File: config.mk
export PLATFORM = sky130hd
export DESIGN_NAME = dino_motion_ctrl_flat
export DESIGN_NICKNAME = d
export VERILOG_FILES = /design/src/rtl/dino_pkg.sv /design/src/rtl/dino_motion_ctrl_if.sv /design/src/rtl/edge_rise.sv /design/src/rtl/dino_motion_ctrl.sv /design/src/flat_wrapper.sv
export SDC_FILE = /design/constraint.sdc
export NUM_CORES = 1
export LEC_CHECK = 0
export CAP_MARGIN = 10
export CORE_MARGIN = 2
export CORE_UTILIZATION = 30
export CTS_CLUSTER_DIAMETER = 60
export DETAILED_ROUTE_END_ITERATION = 10
export PLACE_DENSITY = 0.59
export SYNTH_ARGS = -nofsm -noshare
export SYNTH_HDL_FRONTEND = slang
export SYNTH_SLANG_ARGS = --single-unit
File: constraint.sdc
create_clock -name clk -period 4.2 [get_ports clk]
set_input_delay 0.84 -clock clk [delete_from_list [all_inputs] [get_ports clk]]
set_output_delay 0.84 -clock clk [all_outputs]
set_load 0.01 [all_outputs]
File: src/rtl/dino_pkg.sv
// Shared definitions for the dino motion controller.
//   - dino_state_e   : motion FSM state encoding
//   - Def*           : default jump profile and timing constants
//   - profile_height : total pixel height climbed by one jump profile
package dino_pkg;

    typedef enum logic [2:0] {
        StRun    = 3'd0,
        StRise   = 3'd1,
        StFall   = 3'd2,
        StSquat  = 3'd3,
        StFrozen = 3'd4
    } dino_state_e;

    localparam int unsigned DefGroundY  = 196;
    localparam int unsigned DefYw       = 9;
    localparam int unsigned DefNReq     = 2;
    localparam int unsigned DefP1       = 10;
    localparam int unsigned DefP2       = 10;
    localparam int unsigned DefP3       = 12;
    localparam int unsigned DefS1       = 6;
    localparam int unsigned DefS2       = 4;
    localparam int unsigned DefS3       = 2;
    localparam int unsigned DefLegTicks = 16;
    localparam int unsigned DefBufTicks = 4;

    function automatic int unsigned profile_height(input int unsigned p1, input int unsigned s1,
                                                   input int unsigned p2, input int unsigned s2,
                                                   input int unsigned p3, input int unsigned s3);
        return p1 * s1 + p2 * s2 + p3 * s3;
    endfunction

endpackage

File: src/rtl/dino_motion_ctrl_if.sv
// Signal bundle between the game logic and the dino motion controller.
//   master : drives tick / jump_req / squat_req / crash / restart, observes motion outputs
//   slave  : the motion controller itself
interface dino_motion_ctrl_if #(
    parameter int unsigned YW    = 9,
    parameter int unsigned N_REQ = 2
);
    logic             tick;
    logic [N_REQ-1:0] jump_req;
    logic             squat_req;
    logic             crash;
    logic             restart;
    logic [YW-1:0]    dino_y;
    logic             airborne;
    logic             squatting;
    logic             leg;
    logic             frozen;

    modport master (
        output tick, jump_req, squat_req, crash, restart,
        input  dino_y, airborne, squatting, leg, frozen
    );

    modport slave (
        input  tick, jump_req, squat_req, crash, restart,
        output dino_y, airborne, squatting, leg, frozen
    );
endinterface

File: src/rtl/edge_rise.sv
// Registered rising-edge detector.
//   clk, clrn : clock and asynchronous active-low reset
//   i_d       : level input
//   o_pulse   : one-clk pulse, one clk after a 0->1 transition of i_d is sampled
// The first sample after reset only seeds the history, so a level already high at
// reset release never counts as an edge.
module edge_rise (
    input  logic clk,
    input  logic clrn,
    input  logic i_d,
    output logic o_pulse
);
    logic r_prev;
    logic r_armed;
    logic r_pulse;

    always_ff @(posedge clk or negedge clrn) begin
        if (!clrn) begin
            r_prev  <= 1'b0;
            r_armed <= 1'b0;
            r_pulse <= 1'b0;
        end else begin
            r_prev  <= i_d;
            r_armed <= 1'b1;
            r_pulse <= r_armed & i_d & ~r_prev;
        end
    end

    assign o_pulse = r_pulse;
endmodule

File: src/rtl/dino_motion_ctrl.sv
// Dino sprite motion controller: run / jump (rise+fall profile) / squat / frozen.
//   clk, clrn       : clock and asynchronous active-low reset
//   bus (slave)     : tick (step timebase), jump_req[N_REQ], squat_req, crash, restart in;
//                     dino_y, airborne, squatting, leg, frozen out (all registered)
module dino_motion_ctrl
    import dino_pkg::*;
#(
    parameter int unsigned GROUND_Y  = DefGroundY,
    parameter int unsigned YW        = DefYw,
    parameter int unsigned N_REQ     = DefNReq,
    parameter int unsigned P1        = DefP1,
    parameter int unsigned P2        = DefP2,
    parameter int unsigned P3        = DefP3,
    parameter int unsigned S1        = DefS1,
    parameter int unsigned S2        = DefS2,
    parameter int unsigned S3        = DefS3,
    parameter int unsigned LEG_TICKS = DefLegTicks,
    parameter int unsigned BUF_TICKS = DefBufTicks
) (
    input logic               clk,
    input logic               clrn,
    dino_motion_ctrl_if.slave bus
);
    localparam int unsigned T  = P1 + P2 + P3;
    localparam int unsigned CW = $clog2(T + 1);
    localparam int unsigned LW = (LEG_TICKS > 1) ? $clog2(LEG_TICKS) : 1;

    localparam logic [CW-1:0] CntLast     = CW'(T - 1);
    localparam logic [CW-1:0] CntBufStart = CW'(T - BUF_TICKS);
    localparam logic [CW-1:0] RiseSeg1End = CW'(P1);
    localparam logic [CW-1:0] RiseSeg2End = CW'(P1 + P2);
    localparam logic [CW-1:0] FallSeg1End = CW'(P3);
    localparam logic [CW-1:0] FallSeg2End = CW'(P3 + P2);
    localparam logic [LW-1:0] LegLast     = LW'(LEG_TICKS - 1);
    localparam logic [YW-1:0] GroundY     = YW'(GROUND_Y);

    if (GROUND_Y < profile_height(P1, S1, P2, S2, P3, S3)) begin : gen_bad_profile
        $error("dino_motion_ctrl: GROUND_Y too small for the jump profile");
    end
    if (BUF_TICKS > T) begin : gen_bad_buf
        $error("dino_motion_ctrl: BUF_TICKS exceeds the fall length");
    end

    // Edge detection: one instance for tick, one per jump channel
    logic             w_step;
    logic [N_REQ-1:0] w_jump_pulse;
    logic             w_jump;

    edge_rise u_tick_edge (
        .clk     (clk),
        .clrn    (clrn),
        .i_d     (bus.tick),
        .o_pulse (w_step)
    );

    for (genvar g = 0; g < N_REQ; g++) begin : gen_jump_edge
        edge_rise u_jump_edge (
            .clk     (clk),
            .clrn    (clrn),
            .i_d     (bus.jump_req[g]),
            .o_pulse (w_jump_pulse[g])
        );
    end

    assign w_jump = |w_jump_pulse;

    // State and datapath registers
    dino_state_e r_state;
    logic [YW-1:0] r_y;
    logic [CW-1:0] r_cnt;
    logic [LW-1:0] r_leg_cnt;
    logic          r_leg;
    logic          r_buf;
    logic          r_airborne;
    logic          r_squatting;
    logic          r_frozen;

    dino_state_e w_state_nxt;
    logic [YW-1:0] w_y_nxt;
    logic [CW-1:0] w_cnt_nxt;
    logic [LW-1:0] w_leg_cnt_nxt;
    logic          w_leg_nxt;
    logic          w_buf_nxt;
    logic          w_buf_hit;
    logic [YW-1:0] w_rise_delta;
    logic [YW-1:0] w_fall_delta;
    logic          w_airborne_nxt;
    logic          w_squatting_nxt;
    logic          w_frozen_nxt;

    // Per-step displacement; the fall walks the rise segments in reverse order
    always_comb begin
        w_rise_delta = YW'(S3);
        if (r_cnt < RiseSeg1End) begin
            w_rise_delta = YW'(S1);
        end else if (r_cnt < RiseSeg2End) begin
            w_rise_delta = YW'(S2);
        end
        w_fall_delta = YW'(S1);
        if (r_cnt < FallSeg1End) begin
            w_fall_delta = YW'(S3);
        end else if (r_cnt < FallSeg2End) begin
            w_fall_delta = YW'(S2);
        end
    end

    // State register (with datapath)
    always_ff @(posedge clk or negedge clrn) begin
        if (!clrn) begin
            r_state   <= StRun;
            r_y       <= GroundY;
            r_cnt     <= '0;
            r_leg_cnt <= '0;
            r_leg     <= 1'b0;
            r_buf     <= 1'b0;
        end else begin
            r_state   <= w_state_nxt;
            r_y       <= w_y_nxt;
            r_cnt     <= w_cnt_nxt;
            r_leg_cnt <= w_leg_cnt_nxt;
            r_leg     <= w_leg_nxt;
            r_buf     <= w_buf_nxt;
        end
    end

    // Next-state logic
    always_comb begin
        w_state_nxt   = r_state;
        w_y_nxt       = r_y;
        w_cnt_nxt     = r_cnt;
        w_leg_cnt_nxt = r_leg_cnt;
        w_leg_nxt     = r_leg;
        w_buf_nxt     = r_buf;
        w_buf_hit     = r_buf;

        if (bus.crash) begin
            // Crash wins over everything; all motion state holds
            w_state_nxt = StFrozen;
        end else begin
            unique case (r_state)
                StRun: begin
                    if (w_step) begin
                        if (r_leg_cnt == LegLast) begin
                            w_leg_cnt_nxt = '0;
                            w_leg_nxt     = ~r_leg;
                        end else begin
                            w_leg_cnt_nxt = r_leg_cnt + LW'(1);
                        end
                    end
                    if (w_jump) begin
                        w_state_nxt = StRise;
                        w_cnt_nxt   = '0;
                    end else if (bus.squat_req) begin
                        w_state_nxt = StSquat;
                    end
                end
                StSquat: begin
                    if (w_jump) begin
                        w_state_nxt = StRise;
                        w_cnt_nxt   = '0;
                    end else if (!bus.squat_req) begin
                        w_state_nxt = StRun;
                    end
                end
                StRise: begin
                    if (w_step) begin
                        w_y_nxt = r_y - w_rise_delta;
                        if (r_cnt == CntLast) begin
                            w_state_nxt = StFall;
                            w_cnt_nxt   = '0;
                        end else begin
                            w_cnt_nxt = r_cnt + CW'(1);
                        end
                    end
                end
                StFall: begin
                    // Late jump requests are remembered so the next jump starts on landing
                    w_buf_hit = r_buf | (w_jump & (r_cnt >= CntBufStart));
                    w_buf_nxt = w_buf_hit;
                    if (w_step) begin
                        w_y_nxt = r_y + w_fall_delta;
                        if (r_cnt == CntLast) begin
                            w_cnt_nxt   = '0;
                            w_buf_nxt   = 1'b0;
                            w_state_nxt = w_buf_hit ? StRise : StRun;
                        end else begin
                            w_cnt_nxt = r_cnt + CW'(1);
                        end
                    end
                end
                StFrozen: begin
                    if (bus.restart) begin
                        w_state_nxt   = StRun;
                        w_y_nxt       = GroundY;
                        w_cnt_nxt     = '0;
                        w_leg_cnt_nxt = '0;
                        w_buf_nxt     = 1'b0;
                    end
                end
                default: begin
                    w_state_nxt = StRun;
                end
            endcase
        end
    end

    // Output decode from the next state, registered below
    always_comb begin
        w_airborne_nxt  = (w_state_nxt == StRise) || (w_state_nxt == StFall);
        w_squatting_nxt = (w_state_nxt == StSquat);
        w_frozen_nxt    = (w_state_nxt == StFrozen);
    end

    always_ff @(posedge clk or negedge clrn) begin
        if (!clrn) begin
            r_airborne  <= 1'b0;
            r_squatting <= 1'b0;
            r_frozen    <= 1'b0;
        end else begin
            r_airborne  <= w_airborne_nxt;
            r_squatting <= w_squatting_nxt;
            r_frozen    <= w_frozen_nxt;
        end
    end

    assign bus.dino_y    = r_y;
    assign bus.airborne  = r_airborne;
    assign bus.squatting = r_squatting;
    assign bus.leg       = r_leg;
    assign bus.frozen    = r_frozen;
endmodule

File: src/flat_wrapper.sv
// flat-port wrapper written by rule: the top's interface ports become plain ports
module dino_motion_ctrl_flat import dino_pkg::*;
#(
    parameter int unsigned GROUND_Y  = DefGroundY,
    parameter int unsigned YW        = DefYw,
    parameter int unsigned N_REQ     = DefNReq,
    parameter int unsigned P1        = DefP1,
    parameter int unsigned P2        = DefP2,
    parameter int unsigned P3        = DefP3,
    parameter int unsigned S1        = DefS1,
    parameter int unsigned S2        = DefS2,
    parameter int unsigned S3        = DefS3,
    parameter int unsigned LEG_TICKS = DefLegTicks,
    parameter int unsigned BUF_TICKS = DefBufTicks
)
  (clk, clrn, bus_tick, bus_jump_req, bus_squat_req, bus_crash, bus_restart, bus_dino_y, bus_airborne, bus_squatting, bus_leg, bus_frozen);
  dino_motion_ctrl_if #(.YW(YW), .N_REQ(N_REQ)) bus_i ();
  input logic clk;
  input logic clrn;
  input wire logic [$bits(bus_i.tick)-1:0] bus_tick;
  input wire logic [$bits(bus_i.jump_req)-1:0] bus_jump_req;
  input wire logic [$bits(bus_i.squat_req)-1:0] bus_squat_req;
  input wire logic [$bits(bus_i.crash)-1:0] bus_crash;
  input wire logic [$bits(bus_i.restart)-1:0] bus_restart;
  output wire logic [$bits(bus_i.dino_y)-1:0] bus_dino_y;
  output wire logic [$bits(bus_i.airborne)-1:0] bus_airborne;
  output wire logic [$bits(bus_i.squatting)-1:0] bus_squatting;
  output wire logic [$bits(bus_i.leg)-1:0] bus_leg;
  output wire logic [$bits(bus_i.frozen)-1:0] bus_frozen;
  assign bus_i.tick = bus_tick;
  assign bus_i.jump_req = bus_jump_req;
  assign bus_i.squat_req = bus_squat_req;
  assign bus_i.crash = bus_crash;
  assign bus_i.restart = bus_restart;
  assign bus_dino_y = bus_i.dino_y;
  assign bus_airborne = bus_i.airborne;
  assign bus_squatting = bus_i.squatting;
  assign bus_leg = bus_i.leg;
  assign bus_frozen = bus_i.frozen;
  dino_motion_ctrl #(.GROUND_Y(GROUND_Y), .YW(YW), .N_REQ(N_REQ), .P1(P1), .P2(P2), .P3(P3), .S1(S1), .S2(S2), .S3(S3), .LEG_TICKS(LEG_TICKS), .BUF_TICKS(BUF_TICKS)) u_core (.clk(clk), .clrn(clrn), .bus(bus_i));
endmodule
==> run metrics <==
CTS root buf clkbuf_8; die height 84.04 um; Max clock buf depth 2; Synth area leader dfrtp_1; number of max-cap violations 0; via/cell ratio 4.977; Fmax achieved 0.2931 GHz; Routed Wire Length 3802 um; Synth Register Bits 33; Antenna Violating Nets Remaining 0; synth top area cells dfrtp_1, ha_1, nand2_1; crit-path cells nor3b_2, buf_4, inv_1, a21oi_1, nor3_1, a31oi_1, or2_2, ha_1, fa_1, a21o_1, a311o_1, a21oi_1, xnor2_1, a2bb2oi_1; DP HPWL 2773 um; count leader, synth dfrtp_1; Hold Vio Cnt, Final 0; Worst slew margin 36.55%; die footprint 0.007063 mm^2; post_cts resized 0; RSZ-0062 raised after global routing no; WHS 0.3952 ns; crit path capture u_core.bus.dino_y[7]$_DFFE_PN1P_; Clock Pin Slew Worst Setup and Hold Paths 0.07 ns; YS warnings 0; Port Buffers 19; Power Density 446.5 mW/mm^2; standard-cell rows 29; Worst Path Arrival 3.63 ns; Post-synth EDFFs 0; Critical Path Start u_core.r_state[1]$_DFF_PN0_; P&R area growth vs syn 17.77%; Post-CTS Hold Buffers 0; hold depth 1; Leak 0.0009573 uW; largest net degree at the start of global routing 34; Worst IR Drop VDD 181.4 uV; setup TNS 0 ns; H-tree levels 2; Initial Utilization 30.62%; GPL Wtd Cong 0.7965; first-pass GRT wire length 6603 um; Setup Fix Bufs, Post-CTS 0; CP Max Fanout 13; R2R depth 14; drc violations 0; syn_area_per_cell 9.375 um^2; skew final 0.005278 ns; TritonCTS clock tree done; Slew @ Worst Pin 0.9454 ns; aggregate global routing overflow 0; Synth Cell Area 0.001922 mm^2; Reg2Reg Capture Point u_core.bus.dino_y[7]$_DFFE_PN1P_; number of global-route vias before repair 1424; min cycle time layout 3.411 ns; Hold WC Path Type register to register; worst skew pair latency 0.29 ns; gr usage total 11.59%; number of diodes 0; CTS sink count 33; Synth Instances 205; r2r setup slk 0.79 ns; Pre-Repair DR Iteration Count 4; worst r2r src u_core.r_state[1]$_DFF_PN0_; Worst Path Required 4.42 ns; Syn Nets 223; worst stage delay on the critical path 0.51 ns; Worst setup EP type register; CP dominant cell by count a21oi_1; synth unique cells 56; NumNets Final 242; crit path launch type register; Commonest cells post-synth dfrtp_1, nand2_1, nor2_1, o21ai_0, a21oi_1; initial antenna violation count 0; Tcrit/Tclk final 81.22%; final core utilization 36.06%; initial drt markers 92; share of flip-flops with an asynchronous set or reset 100.0%; Final Max Slew Viols 0; Final Setup Violations 0; DIE WIDTH 84.04 um; Worst path slowest cell dfrtp_1; Synth Flop Type dfrtp_1; core area 0.006277 mm^2; Fillers 643; IO Pins 21; Synth top area share 39.06%; register area share after synthesis 43.16%; drt wl/cell 12.59 um; WS Path Type register to register; cts bufs inserted 5; layout cells sized above 1 9.778%; Vias 1503; status completed
[worst min path at each step]
stage,slack [ns],from,endpoint
2_1_floorplan,0.38,u_core.gen_jump_edge[0].u_jump_edge.r_prev$_DFF_PN0_,u_core.gen_jump_edge[0].u_jump_edge.o_pulse$_DFF_PN0_
3_3_place_gp,0.38,u_core.gen_jump_edge[1].u_jump_edge.r_prev$_DFF_PN0_,u_core.gen_jump_edge[1].u_jump_edge.o_pulse$_DFF_PN0_
3_5_place_dp,0.39,u_core.gen_jump_edge[1].u_jump_edge.r_prev$_DFF_PN0_,u_core.gen_jump_edge[1].u_jump_edge.o_pulse$_DFF_PN0_
4_1_cts,0.40,u_core.gen_jump_edge[0].u_jump_edge.r_prev$_DFF_PN0_,u_core.gen_jump_edge[0].u_jump_edge.o_pulse$_DFF_PN0_
5_1_grt,0.41,u_core.gen_jump_edge[1].u_jump_edge.r_prev$_DFF_PN0_,u_core.gen_jump_edge[1].u_jump_edge.o_pulse$_DFF_PN0_
6_report,0.40,u_core.gen_jump_edge[0].u_jump_edge.r_prev$_DFF_PN0_,u_core.gen_jump_edge[0].u_jump_edge.o_pulse$_DFF_PN0_
[cells in the final DEF (no fill, tap or decap), drive strengths merged, types with 5 or more instances in the layout]
master / Yosys / final
ha: 9 / 9
clkbuf: 2 / 5
nand2b: 5 / 5
nor3: 6 / 6
nor2: 12 / 12
a21oi: 10 / 10
inv: 7 / 7
nand2: 22 / 22
dfrtp: 30 / 30
xnor2: 6 / 6
o21ai: 18 / 18
clkdlybuf4s50: 0 / 19
nand3: 5 / 5
[critical path, delay by kind of cell, from the launching register on]
family	cells	cell delay (ns)
compound gates	6	1.04
simple gates	3	0.63
fa+ha+maj	2	0.63
flops	1	0.51
buf+inv	2	0.37
xor+xnor	1	0.14
[per-stage QoR]
stage | setup slack [ns] | instances | power [uW] | instance area, um^2
final | 0.7886 | 302 | 1011 | 2263
after CTS | 0.7729 | 302 | 1025 | 2263
after global routing | 0.5930 | 302 | 1089 | 2263
after floorplan | 1.040 | 205 | 659.8 | 1922
after global placement | 0.8858 | 294 | 775.0 | 2177
after detailed placement | 0.7830 | 294 | 781.9 | 2177
[sequential cells by signal, indices dropped and copies added, names as in the netlist]
| register | flops |
|---|---|
| u_core.bus.airborne | 1 |
| u_core.bus.leg | 1 |
| u_core.gen_jump_edge.u_jump_edge.r_armed | 1 |
| u_core.r_buf | 1 |
| u_core.gen_jump_edge.u_jump_edge.o_pulse | 2 |
| u_core.bus.frozen | 1 |
| u_core.r_cnt | 6 |
| u_core.bus.dino_y | 8 |
| u_core.u_tick_edge.o_pulse | 1 |
| u_core.r_state | 3 |
| u_core.gen_jump_edge.u_jump_edge.r_prev | 2 |
| u_core.u_tick_edge.r_prev | 1 |
| u_core.r_leg_cnt | 4 |
| u_core.bus.squatting | 1 |
[layer usage]
layer  wire (um)  track usage, %
met1        1836           14.62
met2        1758           18.54
met3         135           3.264
met4          72           4.839
met5           0               0
[power by group]
part,internal (uW),switching [uW]
registers,366,51.4
logic,183,174
clock network,114,122
total,663,347
[cell families (layout without fill, tap and decap cells)]
group,Yosys count,in the layout,share of synthesized area [%]
compound gates,57,57,19.73
xor+xnor,8,8,3.646
fa+ha+maj,10,10,6.901
buf+inv,17,37,4.167
flops,33,33,43.16
mux,1,1,0.5209
other cells,2,2,0.3908
simple gates,77,77,21.49
[cell type report]
type / instances / area, um^2 / share of cell area, %
multi-input cells: 155 / 1012 / 44.72
inverters: 7 / 26.28 / 1.161
clock inverters: 3 / 17.52 / 0.7739
flip-flops and latches: 33 / 829.5 / 36.65
well taps: 77 / 96.34 / 4.256
clock buffers: 5 / 68.82 / 3.040
repair buffers: 22 / 212.7 / 9.397
(Power assumes the default switching activity.)
